### config.mk
export PLATFORM = sky130hd
export DESIGN_NAME = parity_arb_2ch_flat
export DESIGN_NICKNAME = d
export VERILOG_FILES = /design/src/rtl/parity_arb_2ch_if.sv /design/src/rtl/parity_arb_2ch.sv /design/src/flat_wrapper.sv
export SDC_FILE = /design/constraint.sdc
export NUM_CORES = 1
export LEC_CHECK = 0
export ABC_AREA = 1
export BUFFER_PORTS_ARGS = -buffer_cell sky130_fd_sc_hd__buf_2
export CORE_MARGIN = 3
export CORE_UTILIZATION = 41
export CTS_BUF_LIST = sky130_fd_sc_hd__clkbuf_16
export DETAILED_ROUTE_END_ITERATION = 12
export GPL_ROUTABILITY_DRIVEN = 0
export PLACE_DENSITY = 0.77
export SLEW_MARGIN = 20
export SYNTH_ARGS = -nofsm -noshare
export SYNTH_HDL_FRONTEND = slang
export SYNTH_SLANG_ARGS = --single-unit
export TNS_END_PERCENT = 100
### constraint.sdc
create_clock -name clk -period 1.85 [get_ports clk]
set_input_delay 0.185 -clock clk [delete_from_list [all_inputs] [get_ports clk]]
set_output_delay 0.185 -clock clk [all_outputs]
set_load 0.02 [all_outputs]
### src/rtl/parity_arb_2ch_if.sv
// Bundled request/result signals for parity_arb_2ch.
// err_cnt0/err_cnt1 exist only when PARITY_ERR_CNT_EN is defined.
interface parity_arb_2ch_if #(parameter int CNT_W = 8);
  logic       in0_valid;
  logic       in0_ready;
  logic [8:0] in0_data;
  logic       in0_exp;
  logic       in0_odd;
  logic       in1_valid;
  logic       in1_ready;
  logic [8:0] in1_data;
  logic       in1_exp;
  logic       in1_odd;
  logic       out_valid;
  logic       out_ready;
  logic       out_ch;
  logic       out_ep;
  logic       out_op;
  logic       out_err;
  logic       cnt_clr;
`ifdef PARITY_ERR_CNT_EN
  logic [CNT_W-1:0] err_cnt0;
  logic [CNT_W-1:0] err_cnt1;
`endif

  modport master (
    output in0_valid, in0_data, in0_exp, in0_odd,
    output in1_valid, in1_data, in1_exp, in1_odd,
    input  in0_ready, in1_ready,
    input  out_valid, out_ch, out_ep, out_op, out_err,
    output out_ready, cnt_clr
`ifdef PARITY_ERR_CNT_EN
    , input err_cnt0, err_cnt1
`endif
  );

  modport slave (
    input  in0_valid, in0_data, in0_exp, in0_odd,
    input  in1_valid, in1_data, in1_exp, in1_odd,
    output in0_ready, in1_ready,
    output out_valid, out_ch, out_ep, out_op, out_err,
    input  out_ready, cnt_clr
`ifdef PARITY_ERR_CNT_EN
    , output err_cnt0, err_cnt1
`endif
  );
endinterface

### src/rtl/parity_arb_2ch.sv
// Two-channel round-robin arbiter in front of a shared 9-bit parity generator/checker.
// Optional per-channel saturating error counters when PARITY_ERR_CNT_EN is defined.
module parity_arb_2ch #(
  parameter int CNT_W = 8
) (
  input logic           clk,
  input logic           rst,
  parity_arb_2ch_if.slave bus
);

  typedef enum logic {IDLE = 1'b0, HOLD = 1'b1} state_t;

  state_t     state, state_nxt;
  logic       last_grant;
  logic       grant, grant_vld;
  logic       can_accept, accept;
  logic [8:0] sel_data;
  logic       sel_exp, sel_odd;
  logic       par_even, par_err;

  // Contention goes to the channel that did not win last time.
  always_comb begin
    grant_vld = bus.in0_valid | bus.in1_valid;
    if (bus.in0_valid && bus.in1_valid) grant = ~last_grant;
    else                                grant = bus.in1_valid;
  end

  assign can_accept    = (state == IDLE) | bus.out_ready;
  assign accept        = can_accept & grant_vld;
  assign bus.in0_ready = accept & ~grant;
  assign bus.in1_ready = accept & grant;
  assign bus.out_valid = (state == HOLD);

  always_comb begin
    sel_data = grant ? bus.in1_data : bus.in0_data;
    sel_exp  = grant ? bus.in1_exp  : bus.in0_exp;
    sel_odd  = grant ? bus.in1_odd  : bus.in0_odd;
    par_even = ^sel_data;
    par_err  = (sel_odd ? ~par_even : par_even) != sel_exp;
  end

  always_ff @(posedge clk or posedge rst) begin
    if (rst) state <= IDLE;
    else     state <= state_nxt;
  end

  always_comb begin
    state_nxt = state;
    case (state)
      IDLE:    if (accept) state_nxt = HOLD;
      HOLD:    if (bus.out_ready && !accept) state_nxt = IDLE;
      default: state_nxt = IDLE;
    endcase
  end

  always_ff @(posedge clk or posedge rst) begin
    if (rst) begin
      last_grant  <= 1'b1;
      bus.out_ch  <= 1'b0;
      bus.out_ep  <= 1'b0;
      bus.out_op  <= 1'b1;
      bus.out_err <= 1'b0;
    end else if (accept) begin
      last_grant  <= grant;
      bus.out_ch  <= grant;
      bus.out_ep  <= par_even;
      bus.out_op  <= ~par_even;
      bus.out_err <= par_err;
    end
  end

`ifdef PARITY_ERR_CNT_EN
  logic [CNT_W-1:0] cnt0, cnt1;

  // Clear has priority over an increment in the same cycle.
  always_ff @(posedge clk or posedge rst) begin
    if (rst) begin
      cnt0 <= '0;
      cnt1 <= '0;
    end else if (bus.cnt_clr) begin
      cnt0 <= '0;
      cnt1 <= '0;
    end else if (accept && par_err) begin
      if (!grant && cnt0 != '1) cnt0 <= cnt0 + 1'b1;
      if (grant  && cnt1 != '1) cnt1 <= cnt1 + 1'b1;
    end
  end

  assign bus.err_cnt0 = cnt0;
  assign bus.err_cnt1 = cnt1;
`else
  logic unused_cnt_clr;
  assign unused_cnt_clr = bus.cnt_clr;
`endif

endmodule

### src/flat_wrapper.sv
// flat-port wrapper written by rule: the top's interface ports become plain ports
module parity_arb_2ch_flat 
#(
  parameter int CNT_W = 8
)
  (clk, rst, bus_in0_valid, bus_in0_data, bus_in0_exp, bus_in0_odd, bus_in1_valid, bus_in1_data, bus_in1_exp, bus_in1_odd, bus_in0_ready, bus_in1_ready, bus_out_valid, bus_out_ch, bus_out_ep, bus_out_op, bus_out_err, bus_out_ready, bus_cnt_clr);
  parity_arb_2ch_if #(.CNT_W(CNT_W)) bus_i ();
  input logic clk;
  input logic rst;
  input wire logic [$bits(bus_i.in0_valid)-1:0] bus_in0_valid;
  input wire logic [$bits(bus_i.in0_data)-1:0] bus_in0_data;
  input wire logic [$bits(bus_i.in0_exp)-1:0] bus_in0_exp;
  input wire logic [$bits(bus_i.in0_odd)-1:0] bus_in0_odd;
  input wire logic [$bits(bus_i.in1_valid)-1:0] bus_in1_valid;
  input wire logic [$bits(bus_i.in1_data)-1:0] bus_in1_data;
  input wire logic [$bits(bus_i.in1_exp)-1:0] bus_in1_exp;
  input wire logic [$bits(bus_i.in1_odd)-1:0] bus_in1_odd;
  output wire logic [$bits(bus_i.in0_ready)-1:0] bus_in0_ready;
  output wire logic [$bits(bus_i.in1_ready)-1:0] bus_in1_ready;
  output wire logic [$bits(bus_i.out_valid)-1:0] bus_out_valid;
  output wire logic [$bits(bus_i.out_ch)-1:0] bus_out_ch;
  output wire logic [$bits(bus_i.out_ep)-1:0] bus_out_ep;
  output wire logic [$bits(bus_i.out_op)-1:0] bus_out_op;
  output wire logic [$bits(bus_i.out_err)-1:0] bus_out_err;
  input wire logic [$bits(bus_i.out_ready)-1:0] bus_out_ready;
  input wire logic [$bits(bus_i.cnt_clr)-1:0] bus_cnt_clr;
  assign bus_i.in0_valid = bus_in0_valid;
  assign bus_i.in0_data = bus_in0_data;
  assign bus_i.in0_exp = bus_in0_exp;
  assign bus_i.in0_odd = bus_in0_odd;
  assign bus_i.in1_valid = bus_in1_valid;
  assign bus_i.in1_data = bus_in1_data;
  assign bus_i.in1_exp = bus_in1_exp;
  assign bus_i.in1_odd = bus_in1_odd;
  assign bus_in0_ready = bus_i.in0_ready;
  assign bus_in1_ready = bus_i.in1_ready;
  assign bus_out_valid = bus_i.out_valid;
  assign bus_out_ch = bus_i.out_ch;
  assign bus_out_ep = bus_i.out_ep;
  assign bus_out_op = bus_i.out_op;
  assign bus_out_err = bus_i.out_err;
  assign bus_i.out_ready = bus_out_ready;
  assign bus_i.cnt_clr = bus_cnt_clr;
  parity_arb_2ch #(.CNT_W(CNT_W)) u_core (.clk(clk), .rst(rst), .bus(bus_i));
endmodule
Yosys cells after proc, flatten, opt, wreduce, memory -nomap -nowiden
Cells that the tools add are included.
W data, S select, Z words.
{"block": "op_classes", "eq_ne": 1, "bitwise_logic": 9, "n_mux": 8, "n_reduce_logical": 4}
{"cell": "$mux W9", "n": 1}
{"cell": "$reduce_xor A9 Y1", "n": 1}
{"cell": "$mux W1", "n": 6}
{"cell": "$not A1 Y1", "n": 4}
{"cell": "$and A1 B1 Y1", "n": 3}
{"cell": "$logic_and A1 B1 Y1", "n": 2}
{"cell": "$or A1 B1 Y1", "n": 2}
{"cell": "$pmux W1 S2", "n": 1}
{"cell": "$logic_not A1 Y1", "n": 1}
{"cell": "$ne A1 B1 Y1", "n": 1}
{"block": "totals", "output_inout_bits": 7, "ff_bits": 6, "inputBits": 28, "word_cells": 28}

Depth between registers and ports, before layout
Gate-level depths: netlist of run 1.
{"block": "depth", "word_depth": 7, "mapped_depth": 14, "ltp_nobuf": 14}

Worst setup path after synthesis of run 1
OpenSTA, ideal clock, no wires.
{"block": "synth_timing", "path_type": "register to register", "from": "reg u_core.last_grant", "to": "reg u_core.bus.out_ep", "arrival_ps": 1329, "setup_time_ps": 119, "path_stages_with_launch": 13, "slack_ps": 402, "required_time_ps": 1731, "path_buffers": 0, "synth_period_minus_slack_ps": 1448, "path_cell_list": "dfstp_2 nand2_1 nand2_2 nand2_1 nand2_2 inv_1 nand2_1 nand3_1 nand2_1 nand2_1 nand2_1 nand2_1 o21a_1"}
{"block": "synth_via", "elab_chain_cells": 4}
{"item": "from (decl)", "line": "parity_arb_2ch.sv:14", "text": "logic last_grant;"}
{"item": "from (signal assigned)", "line": "parity_arb_2ch.sv:64", "text": "last_grant <= grant;"}
{"item": "$not A1 Y1", "line": "parity_arb_2ch.sv:24", "text": "if (bus.in0_valid && bus.in1_valid) grant = ~last_grant;"}
{"item": "$mux W1", "line": "parity_arb_2ch.sv:24"}
{"item": "$mux W9", "line": "parity_arb_2ch.sv:35", "text": "sel_data = grant ? bus.in1_data : bus.in0_data;"}
{"item": "$reduce_xor A9 Y1", "line": "parity_arb_2ch.sv:38", "text": "par_even = ^sel_data;"}
{"item": "to (signal assigned)", "line": "parity_arb_2ch.sv:66", "text": "bus.out_ep <= par_even;"}
{"item": "to (decl)", "line": "parity_arb_2ch_if.sv:41", "text": "output out_valid, out_ch, out_ep, out_op, out_err,"}
No other way between the ends.
A chain may end at the register's enable or synchronous reset.

Worst setup path after layout of run 1
{"block": "layout_timing", "from": "reg u_core.last_grant", "to": "reg u_core.bus.out_err"}
{"block": "layout_via", "elab_chain_cells": 7, "word_cells_on_any_way": 9, "cone_classes": "1 x eq/ne; 5 x mux; 2 x bitwise; 1 x reduce/logical"}
{"item": "$not A1 Y1 *", "line": "parity_arb_2ch.sv:24"}
{"item": "$mux W1 *", "line": "parity_arb_2ch.sv:24"}
{"item": "$mux W9", "line": "parity_arb_2ch.sv:35"}
{"item": "$reduce_xor A9 Y1", "line": "parity_arb_2ch.sv:38"}
{"item": "$not A1 Y1", "line": "parity_arb_2ch.sv:39", "text": "par_err = (sel_odd ? ~par_even : par_even) != sel_exp;"}
{"item": "$mux W1", "line": "parity_arb_2ch.sv:39"}
{"item": "$ne A1 B1 Y1 *", "line": "parity_arb_2ch.sv:39"}
{"item": "to (signal assigned)", "line": "parity_arb_2ch.sv:68", "text": "bus.out_err <= par_err;"}
{"item": "to (decl)", "line": "parity_arb_2ch_if.sv:41"}
Mark *: on every way between the ends. The rest lies on a longest branch, timed or not.

==> flow_metrics.tcl, run 1 <==
set metrics [dict create \
    run_status "completed" \
    num_rows 12 \
    grt_first_pass_wirelength_mm 2.187 \
    route.detailed.wl_per_inst_um 8.801 \
    cp_data_required_time_ps 1970 \
    stdcell_area_sq_um 824.5 \
    critical_path.max_stage_delay_ps 560 \
    grt.overflow.total 0 \
    area_growth_syn_to_layout_pct 48.09 \
    globalRouteTotalUtil 0.1574 \
    synthesis.yosys.warnings 0 \
    post_synth_inst_count 95 \
    post_cts_resize_count 0 \
    placement.setup.worst_slack_ps 265.2 \
    drive_above_1_share 0.3333 \
    finalNetCount 162 \
    cts_htree_levels 1 \
    die_area_sq_mm 0.001836 \
    antenna_violations_before_repair 0 \
    worst_skew_pair.late_latency_ps 230 \
    fin_crit_sh 0.8572 \
    floorplan.initialDensity 0.4694 \
    final.setup_skew_ps 1.587 \
    diodes 0 \
    clkSlewWorstSetupHoldPaths_ps 30 \
    ant_nets 0 \
    vias 642 \
    sequential_to_total_area_share_from_yosys_stat 0.2742 \
    clock_sink_count 6 \
    port-buffer-count 33 \
    worstPathCellList "nand2_1, nand2_2, nand2_1, nand2_2, inv_1, nand2_1, nand3_1, nand2_1, nand2_1, nand2_1, nand2_1, nand3_1, nand2_1" \
    cp.buffers_inverters 1 \
    power.total_uw 801.4 \
    layout_min_cycle_time_ps 1586 \
    drc 0 \
    critPathSlowestCell "sky130_fd_sc_hd__dfstp_2" \
    worstPathMaxFanout 6 \
    dp.final_hpwl_mm 1.008 \
    worst-slew-pin-transition_ps 573.9 \
    p_per_area_mw_per_mm2 971.9 \
    synth_seq_cells 6 \
    synth.avg_cell_area_sq_um 5.861 \
    ys_types 15 \
    ioPinCount 35 \
    layout.core_utilization 0.6951 \
    min_path_type "in2reg" \
    final_critical_path_setup_slack_ps 264.2 \
    maxClockFrequency_mhz 630.6 \
    peakVddDrop_v 0.0007040 \
    dr.pass1.iters 4 \
    post-synth-top-area-fraction 0.3169 \
    crit_top_cell "sky130_fd_sc_hd__nand2_1" \
    width_of_the_die_um 42.85 \
    root_buffer "sky130_fd_sc_hd__clkbuf_16" \
    maximum_number_of_pins_on_one_net_before_global_route_repair 9 \
    synth_fp_nets 123 \
    cts_hold_buffers 1 \
    kind_of_cell_adding_the_most_delay_to_the_critical_path "simple AND/OR/NAND/NOR gates" \
    crit_path_start_kind "flop" \
    lkg_pwr_nw 0.5351 \
    postPlaceCellArea_sq_um 739.5 \
    post_drt_via_cell_ratio 4.397 \
    finalWirelength_mm 1.285 \
    cts-buffers-inserted 3 \
    worst_setup_path_end_kind "flop" \
    count_of_endpoints_failing_setup_in_the_final_report 0 \
    post-synth-top-area-cell "sky130_fd_sc_hd__nand2_1" \
    critical_path_class "reg2reg" \
    die_height_um 42.85 \
    setup_tns_ps 0 \
    max_cap_violations 0 \
    placeableCoreArea_sq_mm 0.001186 \
    cts_tree "built" \
    final-max-slew-violation-count 0 \
    cts_buffer_depth 2 \
    max_slew_margin 0.6174 \
    netlist_top_cells_area "sky130_fd_sc_hd__nand2_1 32%, sky130_fd_sc_hd__dfrtp_1 18%, sky130_fd_sc_hd__inv_1 13%" \
    crit_arrival_ps 1700 \
    drt_iter0_markers 4 \
    first_global_vias 581 \
    syn-cell-area_sq_um 556.8 \
    post_cts_setup_buffer_count 0 \
    rsz_0062_raised_after_global_routing "false" \
    report.final.hold_viol_count 0 \
]
## Yosys cell counts
cell type,n
sky130_fd_sc_hd__nand2_1,47
sky130_fd_sc_hd__inv_1,20
sky130_fd_sc_hd__dfrtp_1,4
sky130_fd_sc_hd__nand3_1,4
sky130_fd_sc_hd__xor2_1,4
sky130_fd_sc_hd__nand2_2,3
sky130_fd_sc_hd__dfstp_2,2
sky130_fd_sc_hd__nor2_1,2
sky130_fd_sc_hd__o21ai_0,2
sky130_fd_sc_hd__xnor2_1,2
sky130_fd_sc_hd__a21oi_4,1
sky130_fd_sc_hd__inv_2,1
sky130_fd_sc_hd__nand3_2,1
sky130_fd_sc_hd__o21a_1,1
sky130_fd_sc_hd__o22ai_1,1
## per-stage QoR
| step | instances | hold slack (ps) |
|---|---|---|
| after CTS | 146 | 151.1 |
| after global placement | 142 | 98.72 |
| after floorplan | 95 | -25.49 |
| final | 146 | 151.7 |
| after detailed placement | 142 | 110.9 |
| after global routing | 146 | 182.3 |
## cells by family after synthesis
group,share of synthesized area
AOI/OAI and AO/OA,0.07193
and+or+nand+nor,0.4180
xor gates and xnor gates,0.09438
DFF,0.2742
buffers and inverters,0.1416
## routing by layer
| layer | part of all wire | track usage | wire (um) | vias up |
|---|---|---|---|---|
| met5 | 0 | 0 | 0 | - |
| met4 | 0.013 | 0.05590 | 17 | 0 |
| met3 | 0.10 | 0.06356 | 129 | 3 |
| met2 | 0.49 | 0.2695 | 632 | 22 |
| met1 | 0.39 | 0.1722 | 506 | 267 |
| li1 | - | - | - | 350 |
## state kept, by name, indices dropped and copies added (netlist names)
signal                count
u_core.bus.out_ch         1
u_core.bus.out_valid      1
u_core.last_grant         1
u_core.bus.out_ep         1
u_core.bus.out_err        1
u_core.bus.out_op         1
## power breakdown
group	total (mW)	switching (mW)	internal [mW]
clock	0.357	0.0788	0.278
combinational	0.256	0.156	0.0998
sequential	0.189	0.0178	0.171
## worst register-to-register path, delay by kind of cell (launching register included)
| kind | cells | cell delay (ps) |
|---|---|---|
| AND/OR/NAND/NOR | 12 | 850 |
| flip-flops | 1 | 560 |
| buffers and inverters | 1 | 50 |
## layout make-up
| type | count | area, sq um |
|---|---|---|
| clock buffer | 3 | 75.07 |
| fill | 119 | 361.6 |
| inverter | 21 | 78.83 |
| multi-input combinational | 68 | 325.3 |
| sequential | 6 | 152.6 |
| tap | 14 | 17.52 |
| timing repair buffer | 34 | 175.2 |
## final timing paths
check	start	endpoint	slack (ps)	cells after the start
max in group asynchronous	rst	u_core.last_grant	1180	3
min in group asynchronous	rst	u_core.bus.out_ep	420	3
max reg2reg	u_core.last_grant	u_core.bus.out_err	260	13
max	u_core.last_grant	u_core.bus.out_err	260	13
min reg2reg	u_core.bus.out_op	u_core.bus.out_op	460	2
min	bus_out_ready	u_core.bus.out_valid	150	2
## placed cells by master (no fill, tap or decap)
master / n
sky130_fd_sc_hd__o21ai_0: 2
sky130_fd_sc_hd__nor2_1: 2
sky130_fd_sc_hd__buf_2: 33
sky130_fd_sc_hd__inv_2: 1
sky130_fd_sc_hd__dfrtp_1: 4
sky130_fd_sc_hd__dlygate4sd3_1: 1
sky130_fd_sc_hd__clkbuf_16: 3
sky130_fd_sc_hd__dfstp_2: 2
sky130_fd_sc_hd__nand3_1: 4
sky130_fd_sc_hd__o22ai_1: 1
sky130_fd_sc_hd__xor2_1: 4
sky130_fd_sc_hd__nand2_2: 3
sky130_fd_sc_hd__nand3_2: 1
sky130_fd_sc_hd__nand2_1: 47
sky130_fd_sc_hd__o21a_1: 1
sky130_fd_sc_hd__a21oi_4: 1
sky130_fd_sc_hd__xnor2_1: 2
sky130_fd_sc_hd__inv_1: 20
Power figures use the tool's default switching activity.
==> run 2: changes to the inputs <==
- CORE_UTILIZATION: 41 -> 30
- PLACE_DENSITY: 0.77 -> not set
==> run 2 against run 1 <==
- maximum frequency fell by 1.2%
- non-clock buffer count grew 1
- setup slack worse by 19 ps
- clock skew shrank 0.94 ps
- wire length increased by 1.0%
- hold slack better by 6.4 ps
- critical endpoint is now u_core.bus.out_ep
- largest power group unchanged
==> flow_metrics.tcl, run 2 (same netlist as run 1, synthesis figures left out) <==
set metrics [dict create \
    cts_htree_levels 1 \
    crit_path_start_kind "flop" \
    clkSlewWorstSetupHoldPaths_ps 30 \
    final.fill_count 181 \
    setup_tns_ps 0 \
    drt_iter0_markers 5 \
    p_per_area_mw_per_mm2 943.6 \
    width_of_the_die_um 49.08 \
    critical_path.max_stage_delay_ps 560 \
    crit_arrival_ps 1720 \
    max_slew_margin 0.8160 \
    layout_common_cells "47 x sky130_fd_sc_hd__nand2_1, 33 x sky130_fd_sc_hd__buf_2, 20 x sky130_fd_sc_hd__inv_1" \
    lkg_pwr_nw 0.5399 \
    globalRouteTotalUtil 0.1256 \
    post_cts_resize_count 0 \
    critPathSlowestCell "sky130_fd_sc_hd__dfstp_2" \
    maxClockFrequency_mhz 623.2 \
    max_cap_violations 0 \
    worstPathCellList "nand2_1, nand2_2, nand2_1, nand2_2, inv_1, nand2_1, nand3_1, nand2_1, nand2_1, nand2_1, nand2_1, o21a_1" \
    cts_tree "built" \
    postPlaceCellArea_sq_um 759.5 \
    maximum_number_of_pins_on_one_net_before_global_route_repair 9 \
    grt.overflow.total 0 \
    worst-slew-pin-transition_ps 273.1 \
    cts-buffers-inserted 3 \
    pwr-share-clk 0.437 \
    placeableCoreArea_sq_mm 0.001629 \
    vias 655 \
    dr.pass1.iters 4 \
    die_area_sq_mm 0.002409 \
    fin_crit_sh 0.8674 \
    kind_of_cell_adding_the_most_delay_to_the_critical_path "simple AND/OR/NAND/NOR gates" \
    ioPinCount 35 \
    clock_sink_count 6 \
    finalWirelength_mm 1.298 \
    switching_share 0.3088 \
    p_comb_frac 0.326 \
    crit_top_cell "sky130_fd_sc_hd__nand2_1" \
    cp_data_required_time_ps 1960 \
    die_height_um 49.08 \
    dp.final_hpwl_mm 1.062 \
    root_buffer "sky130_fd_sc_hd__clkbuf_16" \
    power_frac_seq 0.238 \
    final_common_cell "sky130_fd_sc_hd__nand2_1" \
    layout_min_cycle_time_ps 1605 \
    drc 0 \
    rsz_0062_raised_after_global_routing "false" \
    cp.buffers_inverters 1 \
    final-max-slew-violation-count 0 \
    worst_setup_path_end_kind "flop" \
    switchingPower_uw 246.1 \
    worst_skew_pair.late_latency_ps 230 \
    final.setup_skew_ps 0.6490 \
    count_of_endpoints_failing_setup_in_the_final_report 0 \
    finalNetCount 163 \
    min_path_type "in2reg" \
    num_rows 14 \
    peakVddDrop_v 0.0004907 \
    internal-power_uw 550.8 \
    port-buffer-count 33 \
    post_drt_via_cell_ratio 4.172 \
    run_status "completed" \
    area_growth_syn_to_layout_pct 51.69 \
    cts_buffer_depth 2 \
    report.final.hold_viol_count 0 \
    ant_nets 0 \
    diodes 0 \
    antenna_violations_before_repair 0 \
    critical_path_class "reg2reg" \
    route.detailed.wl_per_inst_um 8.268 \
    worstPathMaxFanout 6 \
    first_global_vias 583 \
    stdcell_area_sq_um 844.6 \
    floorplan.initialDensity 0.3418 \
    grt_first_pass_wirelength_mm 2.359 \
    drive_above_1_share 0.3383 \
]
## run 2: cell types whose count changed in the layout (fill, tap and decap cells not counted), sizes merged
| cell | delta |
|---|---|
| buf | +1 |
## run 2: worst paths after layout
check	slack (ps)	cells past startpoint	to	start
max	250	12	u_core.bus.out_ep	u_core.last_grant
min	160	2	u_core.bus.out_valid	bus_out_ready
max reg2reg	250	12	u_core.bus.out_ep	u_core.last_grant
min reg2reg	460	2	u_core.bus.out_op	u_core.bus.out_op
max in group asynchronous	1150	3	u_core.last_grant	rst
min in group asynchronous	440	3	u_core.bus.out_err	rst
## run 2: routing by layer
layer,track usage,up-vias,part of all wire
met5,0,-,0
met4,0.04265,0,0
met3,0.05505,0,0.079
met2,0.2009,19,0.51
met1,0.1479,282,0.41
li1,-,354,-
## run 2: worst reg2reg max path: stages, from the launching register on
cell and delay [ps]:
sky130_fd_sc_hd__dfstp_2 560, sky130_fd_sc_hd__nand2_1 70, sky130_fd_sc_hd__nand2_2 120, sky130_fd_sc_hd__nand2_1 80, sky130_fd_sc_hd__nand2_2 80, sky130_fd_sc_hd__inv_1 50
sky130_fd_sc_hd__nand2_1 60, sky130_fd_sc_hd__nand3_1 90, sky130_fd_sc_hd__nand2_1 70, sky130_fd_sc_hd__nand2_1 60, sky130_fd_sc_hd__nand2_1 80, sky130_fd_sc_hd__nand2_1 70
sky130_fd_sc_hd__o21a_1 100
## run 2: cell type report
type	instances	area (sq um)	area share
sequential	6	152.6	0.1807
clock buffer	3	75.07	0.08889
inverter	21	78.83	0.09333
tap	24	30.03	0.03556
multi-input combinational	68	325.3	0.3852
timing repair buffer	35	182.7	0.2163
## run 2: timing repair
action / in CTS / in global routing
hold buffers: 1 / 0
buffers inserted: 0 / 0
endpoints found under the hold margin: 4 / 0
## run 2: power by group through the flow
stage	Clock (mW)	Combinational, mW	Sequential (mW)
2_1_floorplan	0	0.134	0.225
3_3_place_gp	0	0.254	0.190
3_5_place_dp	0	0.259	0.190
4_1_cts	0.355	0.261	0.190
5_1_grt	0.373	0.296	0.195
6_report	0.348	0.260	0.189
## run 2: through the flow
step | power, mW | hold slack, ps | util | setup WS, ps | std cells
floorplan | 0.3589 | -25.49 | - | 402.0 | 95
detailed placement | 0.4494 | 117.5 | 0.4662 | 254.9 | 153
global placement | 0.4443 | 114.4 | 0.4662 | 291.3 | 153
finish | 0.7969 | 158.1 | 0.5184 | 245.3 | 157
global route | 0.8632 | 171.2 | 0.5184 | 100.1 | 157
CTS | 0.8062 | 155.4 | 0.5184 | 246.7 | 157
==> run 3: changes to the inputs <==
- SETUP_SLACK_MARGIN: not set -> 0.4
==> run 3 against run 2 <==
- critical path depth rose by 1
- setup slack improved by 66 ps
- first-iteration DRC count did not move
- maximum frequency rose by 4.3%
- wire length rose by 3.9%
- count of clock-buffer cells in the layout did not move
- non-clock buffer count rose by 3
- sequential cell count did not move
- sequential power barely moved
- critical endpoint is now u_core.bus.out_err
- total power rose by 4.9%
- clock skew rose by 0.92 ps
- global-route usage rose by 0.32 points
==> flow_metrics.tcl, run 3 (same netlist as run 1, synthesis figures left out) <==
set metrics [dict create \
    run_status "completed" \
    p_per_area_mw_per_mm2 916.8 \
    crit_arrival_ps 1650 \
    final_critical_path_setup_slack_ps 311.1 \
    timing.reg2reg.setup_slack_ps 310 \
    r2r.worst_path.cells 13 \
    cts-buffers-inserted 3 \
    dp.final_hpwl_mm 1.062 \
    peakVddDrop_v 0.0005529 \
    clock_sink_count 6 \
    ant_nets 0 \
    die_area_sq_mm 0.002409 \
    power.total_uw 836.2 \
    port-buffer-count 33 \
    drt_iter0_markers 5 \
    fin_crit_sh 0.8318 \
    finalWirelength_mm 1.349 \
    final_common_cell "sky130_fd_sc_hd__nand2_1" \
    max_cap_violations 0 \
    final.fill_count 171 \
    die_height_um 49.08 \
    reg2reg_to "u_core.bus.out_err" \
    global_routing_met2_resource_utilization 0.2098 \
    placeableCoreArea_sq_mm 0.001629 \
    min_path_type "in2reg" \
    placement.setup.worst_slack_ps 254.9 \
    antenna_violations_before_repair 0 \
    worst-slew-pin-transition_ps 244.6 \
    final-max-slew-violation-count 0 \
    diodes 0 \
    crit_path_start_kind "flop" \
    drc 0 \
    lkg_pwr_nw 0.5615 \
    worst_setup_path_end_kind "flop" \
    worst_skew_pair.late_latency_ps 230 \
    post_drt_via_cell_ratio 4.144 \
    grt_first_pass_wirelength_mm 2.428 \
    cp_data_required_time_ps 1960 \
    max_slew_margin 0.8367 \
    num_rows 14 \
    final.setup_skew_ps 1.574 \
    width_of_the_die_um 49.08 \
    cts_buffer_depth 2 \
    worstPathMaxFanout 5 \
    report.final.hold_viol_count 0 \
    grt.busiest_layer "met2" \
    final_cells 160 \
    met1_track_demand_over_resource_in_global_routing 0.1497 \
    grt.overflow.total 0 \
    cts_htree_levels 1 \
    maximum_number_of_pins_on_one_net_before_global_route_repair 9 \
    route.detailed.wl_per_inst_um 8.431 \
    root_buffer "sky130_fd_sc_hd__clkbuf_16" \
    placed_cell_count 153 \
    globalRouteTotalUtil 0.1287 \
    floorplan.initialDensity 0.3418 \
    global_route_met3_usage 0.05505 \
    ioPinCount 35 \
    timing.critical_path.to "u_core.bus.out_err" \
    maxClockFrequency_mhz 649.8 \
    critPathLaunch "u_core.last_grant" \
    worstReg2RegStart "u_core.last_grant" \
    critical_path_class "reg2reg" \
    dr.pass1.iters 2 \
    setup_tns_ps 0 \
    vias 663 \
    rsz_0062_raised_after_global_routing "true" \
    layout_min_cycle_time_ps 1539 \
    min_path_cells 2 \
    layout.core_utilization 0.5599 \
    clkSlewWorstSetupHoldPaths_ps 30 \
    drive_above_1_share 0.4559 \
    area_growth_syn_to_layout_pct 63.82 \
    count_of_endpoints_failing_setup_in_the_final_report 0 \
    finalNetCount 166 \
    first_global_vias 595 \
    layout_common_cells "37 x sky130_fd_sc_hd__nand2_1, 32 x sky130_fd_sc_hd__buf_2, 18 x sky130_fd_sc_hd__inv_1, 12 x sky130_fd_sc_hd__nand2_2" \
    cts_tree "built" \
]
-- run 3: changes by cell type in the layout (fill, tap and decap cells not counted), sizes merged --
| cell | before | now |
|---|---|---|
| buf | 34 | 37 |
-- run 3: stage by stage --
step | hold WS, ps | area, sq um
2_1_floorplan | -25.49 | 556.8
3_3_place_gp | 114.4 | 759.5
3_5_place_dp | 117.5 | 759.5
4_1_cts | 155.4 | 869.6
5_1_grt | 171.2 | 912.1
6_report | 157.9 | 912.1
-- run 3: cell type report --
type	instances	area [sq um]	area share
flip-flops and latches	6	152.6	0.1674
well taps	24	30.03	0.03292
inverters	21	78.83	0.08642
clock buffers	3	75.07	0.08230
repair buffers	38	211.5	0.2318
multi-input cells	68	364.1	0.3992
-- run 3: what timing repair did --
action,in CTS,in global routing
gates resized for setup,8,10
hold buffers,1,0
pin swaps,3,4
endpoints found under the setup margin,3,4
buffers inserted,1,2
hold endpoints to repair,4,0
-- run 3: worst min path at each step --
stage / end / startpoint / slack [ps]
after global placement: u_core.bus.out_ch / rst / 110
after CTS: u_core.bus.out_valid / bus_out_ready / 160
final: u_core.bus.out_valid / bus_out_ready / 160
after detailed placement: u_core.bus.out_err / rst / 120
after global routing: u_core.bus.out_valid / bus_out_ready / 170
after floorplan: u_core.bus.out_ch / rst / -30
-- run 3: power breakdown --
part	switching [mW]	internal [mW]
sequential	0.0194	0.171
clock	0.0724	0.277
combinational	0.174	0.122
-- run 3: critical path, stage by stage (launching register included) --
cell and delay, ps:
sky130_fd_sc_hd__dfstp_2 570, sky130_fd_sc_hd__nand2_2 70, sky130_fd_sc_hd__nand2_4 90, sky130_fd_sc_hd__nand2_2 60
sky130_fd_sc_hd__nand2_2 80, sky130_fd_sc_hd__inv_2 40, sky130_fd_sc_hd__nand2_1 70, sky130_fd_sc_hd__nand3_2 90
sky130_fd_sc_hd__nand2_2 70, sky130_fd_sc_hd__nand2_2 50, sky130_fd_sc_hd__nand2_2 60, sky130_fd_sc_hd__nand2_1 50
sky130_fd_sc_hd__nand3_1 60, sky130_fd_sc_hd__nand2_1 50
-- run 3: metal layers --
layer / vias to the layer above / routed length (um)
met2: 15 / 697
met3: 0 / 88
met1: 288 / 564
li1: 360 / -
met4: 0 / 0
met5: - / 0
